**config.mk**
```make
export PLATFORM = sky130hd
export DESIGN_NAME = mult_div_unit
export DESIGN_NICKNAME = d
export VERILOG_FILES = /design/src/rtl/mdu_pkg.sv /design/src/rtl/mdu_divider.sv /design/src/rtl/mult_div_unit.sv
export SDC_FILE = /design/constraint.sdc
export NUM_CORES = 1
export LEC_CHECK = 0
export CAP_MARGIN = 20
export CORE_MARGIN = 2
export CORE_UTILIZATION = 38
export CTS_BUF_LIST = sky130_fd_sc_hd__clkbuf_8
export DETAILED_ROUTE_END_ITERATION = 10
export GPL_TIMING_DRIVEN = 0
export SYNTH_ARGS = -nofsm -noshare
export SYNTH_HDL_FRONTEND = slang
export SYNTH_SLANG_ARGS = --single-unit
```
**constraint.sdc**
```tcl
create_clock -name clk_i -period 7.1 [get_ports clk_i]
set_input_delay 0.71 -clock clk_i [delete_from_list [all_inputs] [get_ports clk_i]]
set_output_delay 0.71 -clock clk_i [all_outputs]
set_load 0.02 [all_outputs]
```
**src/rtl/mdu_pkg.sv**
```systemverilog
// Shared types and constants for the multiply/divide unit.
// Optional feature macro: MDU_FAST_MULT_EN (single-cycle MULT/MULTU).
package mdu_pkg;

    localparam int MDU_WIDTH = 32;
    localparam int MDU_ITER  = MDU_WIDTH;

    typedef enum logic [2:0] {
        MULT  = 3'd0,
        MULTU = 3'd1,
        DIV   = 3'd2,
        DIVU  = 3'd3,
        MTHI  = 3'd4,
        MTLO  = 3'd5
    } mdu_op_t;

    typedef enum logic {
        IDLE = 1'b0,
        RUN  = 1'b1
    } mdu_state_t;

    // True for the ops that occupy the arithmetic datapath.
    function automatic logic is_arith_op(input logic [2:0] op);
        return (op == MULT) || (op == MULTU) || (op == DIV) || (op == DIVU);
    endfunction

    function automatic logic is_div_op(input logic [2:0] op);
        return (op == DIV) || (op == DIVU);
    endfunction

    function automatic logic is_signed_op(input logic [2:0] op);
        return (op == MULT) || (op == DIV);
    endfunction

endpackage

```
**src/rtl/mdu_divider.sv**
```systemverilog
// Iterative unsigned restoring divider core: one quotient bit per step.
// quotient_o/remainder_o are the values the registers take at the next step,
// so the owner can capture the final result on the same edge as the last step.
// Optional feature macro of the enclosing unit: MDU_FAST_MULT_EN (no effect here).
module mdu_divider #(
    parameter int Width = 32
) (
    input  logic             clk_i,
    input  logic             start_i,
    input  logic             step_i,
    input  logic [Width-1:0] dividend_i,
    input  logic [Width-1:0] divisor_i,
    output logic [Width-1:0] quotient_o,
    output logic [Width-1:0] remainder_o
);

    logic [Width-1:0] r_quo;
    logic [Width-1:0] r_rem;
    logic [Width-1:0] r_dvs;

    logic [Width:0]   w_shift;
    logic [Width:0]   w_diff;
    logic             w_fits;

    // Shift the next dividend bit into the partial remainder and trial-subtract.
    assign w_shift     = {r_rem, r_quo[Width-1]};
    assign w_diff      = w_shift - {1'b0, r_dvs};
    assign w_fits      = ~w_diff[Width];
    assign remainder_o = w_fits ? w_diff[Width-1:0] : w_shift[Width-1:0];
    assign quotient_o  = {r_quo[Width-2:0], w_fits};

    // Load operands on start, otherwise advance one bit per step.
    // NOTE: pure datapath registers carry no reset; they are always loaded before use.
    always_ff @(posedge clk_i) begin
        // NOTE: non-blocking assignments so every register samples pre-edge values.
        if (start_i) begin
            r_quo <= dividend_i;
            r_rem <= '0;
            r_dvs <= divisor_i;
        end else if (step_i) begin
            r_quo <= quotient_o;
            r_rem <= remainder_o;
        end
    end

endmodule

```
**src/rtl/mult_div_unit.sv**
```systemverilog
// Multi-cycle multiply/divide unit with architectural HI/LO registers.
// Optional feature macro: MDU_FAST_MULT_EN -- MULT/MULTU finish at the
// acceptance edge with a single-cycle multiplier; DIV/DIVU stay iterative.
module mult_div_unit
    import mdu_pkg::*;
#(
    parameter int Width = MDU_ITER
) (
    input  logic             clk_i,
    input  logic             rst_i,
    input  logic             start_i,
    input  logic [2:0]       op_i,
    input  logic             flush_i,
    input  logic [Width-1:0] a_i,
    input  logic [Width-1:0] b_i,
    output logic [Width-1:0] hi_o,
    output logic [Width-1:0] lo_o,
    output logic             busy_o,
    output logic             done_o
);

    localparam int CntW = $clog2(Width);

    mdu_state_t         r_state;
    logic [CntW-1:0]    r_count;
    logic [Width-1:0]   r_hi;
    logic [Width-1:0]   r_lo;
    logic               r_done;

    // Operation context captured at acceptance.
    logic               r_is_div;
    logic               r_neg_q;
    logic               r_neg_r;
    logic               r_div_zero;
    logic [Width-1:0]   r_a;
    logic [Width-1:0]   r_mcand;
    logic [2*Width-1:0] r_prod;

    logic               w_accept;
    logic               w_is_div;
    logic               w_a_neg;
    logic               w_b_neg;
    logic [Width-1:0]   w_a_mag;
    logic [Width-1:0]   w_b_mag;
    logic [Width:0]     w_sum;
    logic [2*Width-1:0] w_prod_next;
    logic [2*Width-1:0] w_mul_res;
    logic [Width-1:0]   w_quo_next;
    logic [Width-1:0]   w_rem_next;
    logic [Width-1:0]   w_div_hi;
    logic [Width-1:0]   w_div_lo;

    assign w_accept = start_i && (r_state == IDLE) && !flush_i && is_arith_op(op_i);
    assign w_is_div = is_div_op(op_i);
    assign w_a_neg  = is_signed_op(op_i) && a_i[Width-1];
    assign w_b_neg  = is_signed_op(op_i) && b_i[Width-1];
    assign w_a_mag  = w_a_neg ? -a_i : a_i;
    assign w_b_mag  = w_b_neg ? -b_i : b_i;

    // Shift-add multiplier step: add multiplicand under the low product bit, shift right.
    assign w_sum       = {1'b0, r_prod[2*Width-1:Width]} + (r_prod[0] ? {1'b0, r_mcand} : '0);
    assign w_prod_next = {w_sum, r_prod[Width-1:1]};
    assign w_mul_res   = r_neg_q ? -w_prod_next : w_prod_next;

    mdu_divider #(.Width(Width)) u_divider (
        .clk_i       (clk_i),
        .start_i     (w_accept && w_is_div),
        .step_i      ((r_state == RUN) && r_is_div),
        .dividend_i  (w_a_mag),
        .divisor_i   (w_b_mag),
        .quotient_o  (w_quo_next),
        .remainder_o (w_rem_next)
    );

    // Sign fix-up; divide by zero bypasses it and returns all-ones / dividend.
    assign w_div_lo = r_div_zero ? '1  : (r_neg_q ? -w_quo_next : w_quo_next);
    assign w_div_hi = r_div_zero ? r_a : (r_neg_r ? -w_rem_next : w_rem_next);

`ifdef MDU_FAST_MULT_EN
    logic [2*Width-1:0] w_fast_mag;
    logic [2*Width-1:0] w_fast_res;

    assign w_fast_mag = {{Width{1'b0}}, w_a_mag} * {{Width{1'b0}}, w_b_mag};
    assign w_fast_res = (w_a_neg ^ w_b_neg) ? -w_fast_mag : w_fast_mag;
`endif

    // Control FSM plus architectural HI/LO and the done pulse.
    always_ff @(posedge clk_i) begin
        if (rst_i) begin
            r_state <= IDLE;
            r_count <= '0;
            r_hi    <= '0;
            r_lo    <= '0;
            r_done  <= 1'b0;
        end else begin
            r_done <= 1'b0;
            if (flush_i) begin
                r_state <= IDLE;
            end else if (r_state == IDLE) begin
                if (w_accept) begin
`ifdef MDU_FAST_MULT_EN
                    if (!w_is_div) begin
                        r_hi   <= w_fast_res[2*Width-1:Width];
                        r_lo   <= w_fast_res[Width-1:0];
                        r_done <= 1'b1;
                    end else begin
                        r_state <= RUN;
                        r_count <= CntW'(Width - 1);
                    end
`else
                    r_state <= RUN;
                    r_count <= CntW'(Width - 1);
`endif
                end else if (start_i && (op_i == MTHI)) begin
                    r_hi <= a_i;
                end else if (start_i && (op_i == MTLO)) begin
                    r_lo <= a_i;
                end
            end else begin
                if (r_count == '0) begin
                    r_state <= IDLE;
                    r_done  <= 1'b1;
                    if (r_is_div) begin
                        r_hi <= w_div_hi;
                        r_lo <= w_div_lo;
                    end else begin
                        r_hi <= w_mul_res[2*Width-1:Width];
                        r_lo <= w_mul_res[Width-1:0];
                    end
                end else begin
                    r_count <= r_count - CntW'(1);
                end
            end
        end
    end

    // Capture operand context at acceptance and advance the multiplier while running.
    always_ff @(posedge clk_i) begin
        if (w_accept) begin
            r_is_div   <= w_is_div;
            r_neg_q    <= w_a_neg ^ w_b_neg;
            r_neg_r    <= w_a_neg;
            r_div_zero <= (b_i == '0);
            r_a        <= a_i;
            r_mcand    <= w_a_mag;
            r_prod     <= {{Width{1'b0}}, w_b_mag};
        end else if ((r_state == RUN) && !r_is_div) begin
            r_prod <= w_prod_next;
        end
    end

    assign hi_o   = r_hi;
    assign lo_o   = r_lo;
    assign busy_o = (r_state == RUN);
    assign done_o = r_done;

endmodule

```
==> results.cfg <==
[run_status]
status = finished, final reports clean

[cts]
path_clk_slew_ns = 0.06
htree_levels = 2
clk_latency_ns = 0.70
cts-root-buf = clkbuf_8
cts_num_sinks = 298
cts_tree = yes
clockBufferDepth = 3
cts_buffers = 54
post_cts_buffers = 0

[timing]
finalMaxSlewViolations = 0
worst_slew_pin_slew_ns = 1.06
hold_violations = 0
holdWs_ns = 0.460
setup-tns-final_ns = 0
fmax_mhz = 148
min_period_over_period = 0.951
relSlewSlack = 0.287
setup_viol = 0
rsz0062_at_grt = false
finClkSkew_ns = 0.0656
fin_crit_ns = 6.75

[synth]
synthArstFlopShare = 0
ys_types = 86
synth_area_um2 = 21000
synth_ff_type = edfxtp_1
synth_area_leaders = edfxtp_1 23%, dfxtp_1 13%, nand2_1 5.3%, xnor2_1 4.5%, ha_1 4.2%
synth_nets = 2603
synth_top_area_frac = 0.234
yosysSeqAreaShare = 0.363
yosys_warnings = 0
yosysTopAreaCell = edfxtp_1
synthCells = 2459
synth-seq-cells = 298
synth_edf_count = 163
syn_area_per_cell_um2 = 8.52

[final_layout]
drive_gt1_frac = 0.0625
design_area_um2 = 24500
fin_util = 0.447
nFillCells = 5390
fin_nets = 2802
register_area_um2 = 7600
syn2layout_area_growth_pct = 16.9
multiInputGateArea_um2 = 12500

[detailed_routing]
drc = 0
drt_iter0_markers = 2791
drt-wirelength-per-cell_um = 26.6
ant_nets = 0
wirelength_mm = 90.8
vias = 21400
vias_per_cell = 6.28
drtPass1Iterations = 6

[floorplanning]
coreArea_um2 = 54800
chipWidth_um = 239
ios = 137
row_count = 86
die_h_um = 239
start_util = 0.383
dieArea_um2 = 57000

[global_route]
antenna_found_initial = 1
gr-total-overflow = 0
grt_max_degree = 46
grt_pass1_vias = 20000
grt_pass1_wl_mm = 132
grt_usage = 0.312

[pwr]
leakage_nw = 8.87
internal-power_w = 0.00343
power_frac_seq = 0.375
p_sw_frac = 0.355
clkPwrFrac = 0.343
power_density_nw_per_um2 = 217
p_sw_w = 0.00188
pwr-share-comb = 0.282
vdd_ir_drop_max_uv = 138
totalPowerFinal_w = 0.00531

[critical_path]
critPathMaxFanout = 19
slowest_delay_ns = 0.60
crit_arrival_ns = 7.29
setup.worst_path.class = flip-flop to flip-flop
worstPathRequired_ns = 7.64
slowest_stage = o21a_1
timing.critical_path.mode_cell = nor3_1
cp-start-kind = flip-flop
critPathTopFamily = simple AND/OR/NAND/NOR gates
path_cells = inv_1 -> ha_1 -> fa_1 -> nor2b_1 -> o2111a_1 -> nor3_1 -> o21a_1 -> o21a_1 -> nor2_1 -> inv_2 -> clkbuf_2 -> ha_1 -> nand3_1 -> or4_1 -> nand2b_1 -> nand2b_1 -> o41ai_1 -> xor2_1 -> a221oi_1 -> nor3_1 -> nor3_1
crit_path_end_kind = flip-flop
crit_buf_inv = 3

[min_path]
worstHoldPathType = input pin to flip-flop

[placed_design]
numPortBuffers = 135
dpl-instance-area_um2 = 23300
dp_hpwl_mm = 71.7
routabilityCongestion = 1.01

[job]
drv_cap = 0
==> worst paths after layout <==
kind / cells past startpoint / to / startpoint / slack (ns)
worst max-delay path: 21 / lo_o[26] / u_divider.r_quo[31] / 0.35
worst min-delay path: 2 / busy_o / flush_i / 0.46
worst max register to register: 21 / lo_o[26] / u_divider.r_quo[31] / 0.35
worst min register to register: 2 / r_prod[59] / r_prod[59] / 0.46
==> area by class of cell <==
type / instances / area share
antenna: 1 / 0.000102
buffer: 136 / 0.0212
clock buffer: 63 / 0.0354
clock inverter: 39 / 0.0130
inverter: 79 / 0.0121
multi-input combinational: 1945 / 0.512
sequential: 298 / 0.310
tap: 704 / 0.0359
timing repair buffer: 144 / 0.0604
==> state kept, by name, summed over array words and instances, names as in the netlist <==
signal           flops
u_divider.r_quo     32
r_a                 32
done_o               1
r_neg_q              1
lo_o                32
r_count              5
busy_o               1
r_prod              64
u_divider.r_rem     32
r_neg_r              1
u_divider.r_dvs     32
r_is_div             1
r_div_zero           1
r_mcand             31
hi_o                32
==> cells by family (layout without fill, tap and decap cells) <==
| kind of cell | count (synthesis) | after routing | synth area share |
|---|---|---|---|
| adder cells (fa/ha/maj) | 73 | 73 | 0.0443 |
| XOR/XNOR | 199 | 199 | 0.0832 |
| AND/OR/NAND/NOR | 906 | 906 | 0.208 |
| AO/OA/AOI/OAI | 702 | 702 | 0.229 |
| other | 0 | 1 | 0 |
| multiplexers | 65 | 65 | 0.0335 |
| buffers and inverters | 216 | 461 | 0.0389 |
| flip-flops | 298 | 298 | 0.363 |
==> cells in the mapped netlist (25+ instances only) <==
cell and count:
a211oi_1 41, a21oi_1 143, a22o_1 25, and2_1 47
clkbuf_1 121, dfxtp_1 135, edfxtp_1 163, ha_1 71
inv_1 75, mux2_2 41, nand2_1 298, nand3_1 41
nor2_1 201, nor3_1 101, nor4_1 32, o211ai_1 31
o21ai_0 156, o31ai_1 31, or3_1 35, xnor2_1 108
xor2_1 91
==> timing repair <==
action	4_1_cts	5_1_grt
endpoints found under the setup margin	1	3
hold endpoints to repair	0	0
hold buffers	0	0
gates resized for setup	1	0
==> routing by layer <==
metal	GRT usage	routed length (µm)
met2	0.472	38900
met4	0.115	3390
met1	0.442	40000
met3	0.0567	8500
met5	0	0
==> power by group through the flow <==
| stage | clock network (W) | registers (W) | logic, W |
|---|---|---|---|
| after floorplan | 0 | 0.00201 | 0.000944 |
| after global placement | 0 | 0.00203 | 0.00144 |
| after detailed placement | 0 | 0.00203 | 0.00146 |
| after CTS | 0.00184 | 0.00199 | 0.00147 |
| after global routing | 0.00191 | 0.00200 | 0.00160 |
| final | 0.00182 | 0.00199 | 0.00150 |
==> per-stage QoR <==
stage	setup slack [ns]	std cells
after floorplan	1.98	2459
after global placement	-0.614	3298
after detailed placement	-0.130	3306
after CTS	0.0907	3408
after global routing	0.0304	3409
final	0.348	3409
==> placed cells by master (no fill, tap or decap), types with 19 or more instances in the layout <==
master           netlist  layout
a22o_1                25      25
a21oi_1              143     143
nand2_1              298     298
inv_1                 75      88
nor2b_1               24      24
o31ai_1               31      31
xnor2_1              108     108
edfxtp_1             163     163
xor2_1                91      91
or3_1                 35      35
a211oi_1              41      41
clkbuf_8               0      63
and2_1                47      47
o211ai_1              31      31
mux2_2                41      41
clkdlybuf4s50_1        0     135
dfxtp_1              135     135
o21a_1                20      20
and3_1                21      21
nor3_1               101     101
nor4_1                32      32
a221oi_1              24      24
nor2_1               201     201
o21ai_0              156     156
a21o_1                19      19
clkbuf_1             121     119
ha_1                  71      71
a311oi_1              24      24
o41ai_1               21      21
nand2b_1              22      22
or4_1                 20      20
o221ai_1              21      21
a31oi_1               19      19
nand3_1               41      41
mux2i_1               24      24
Power figures use the tool's default switching activity.
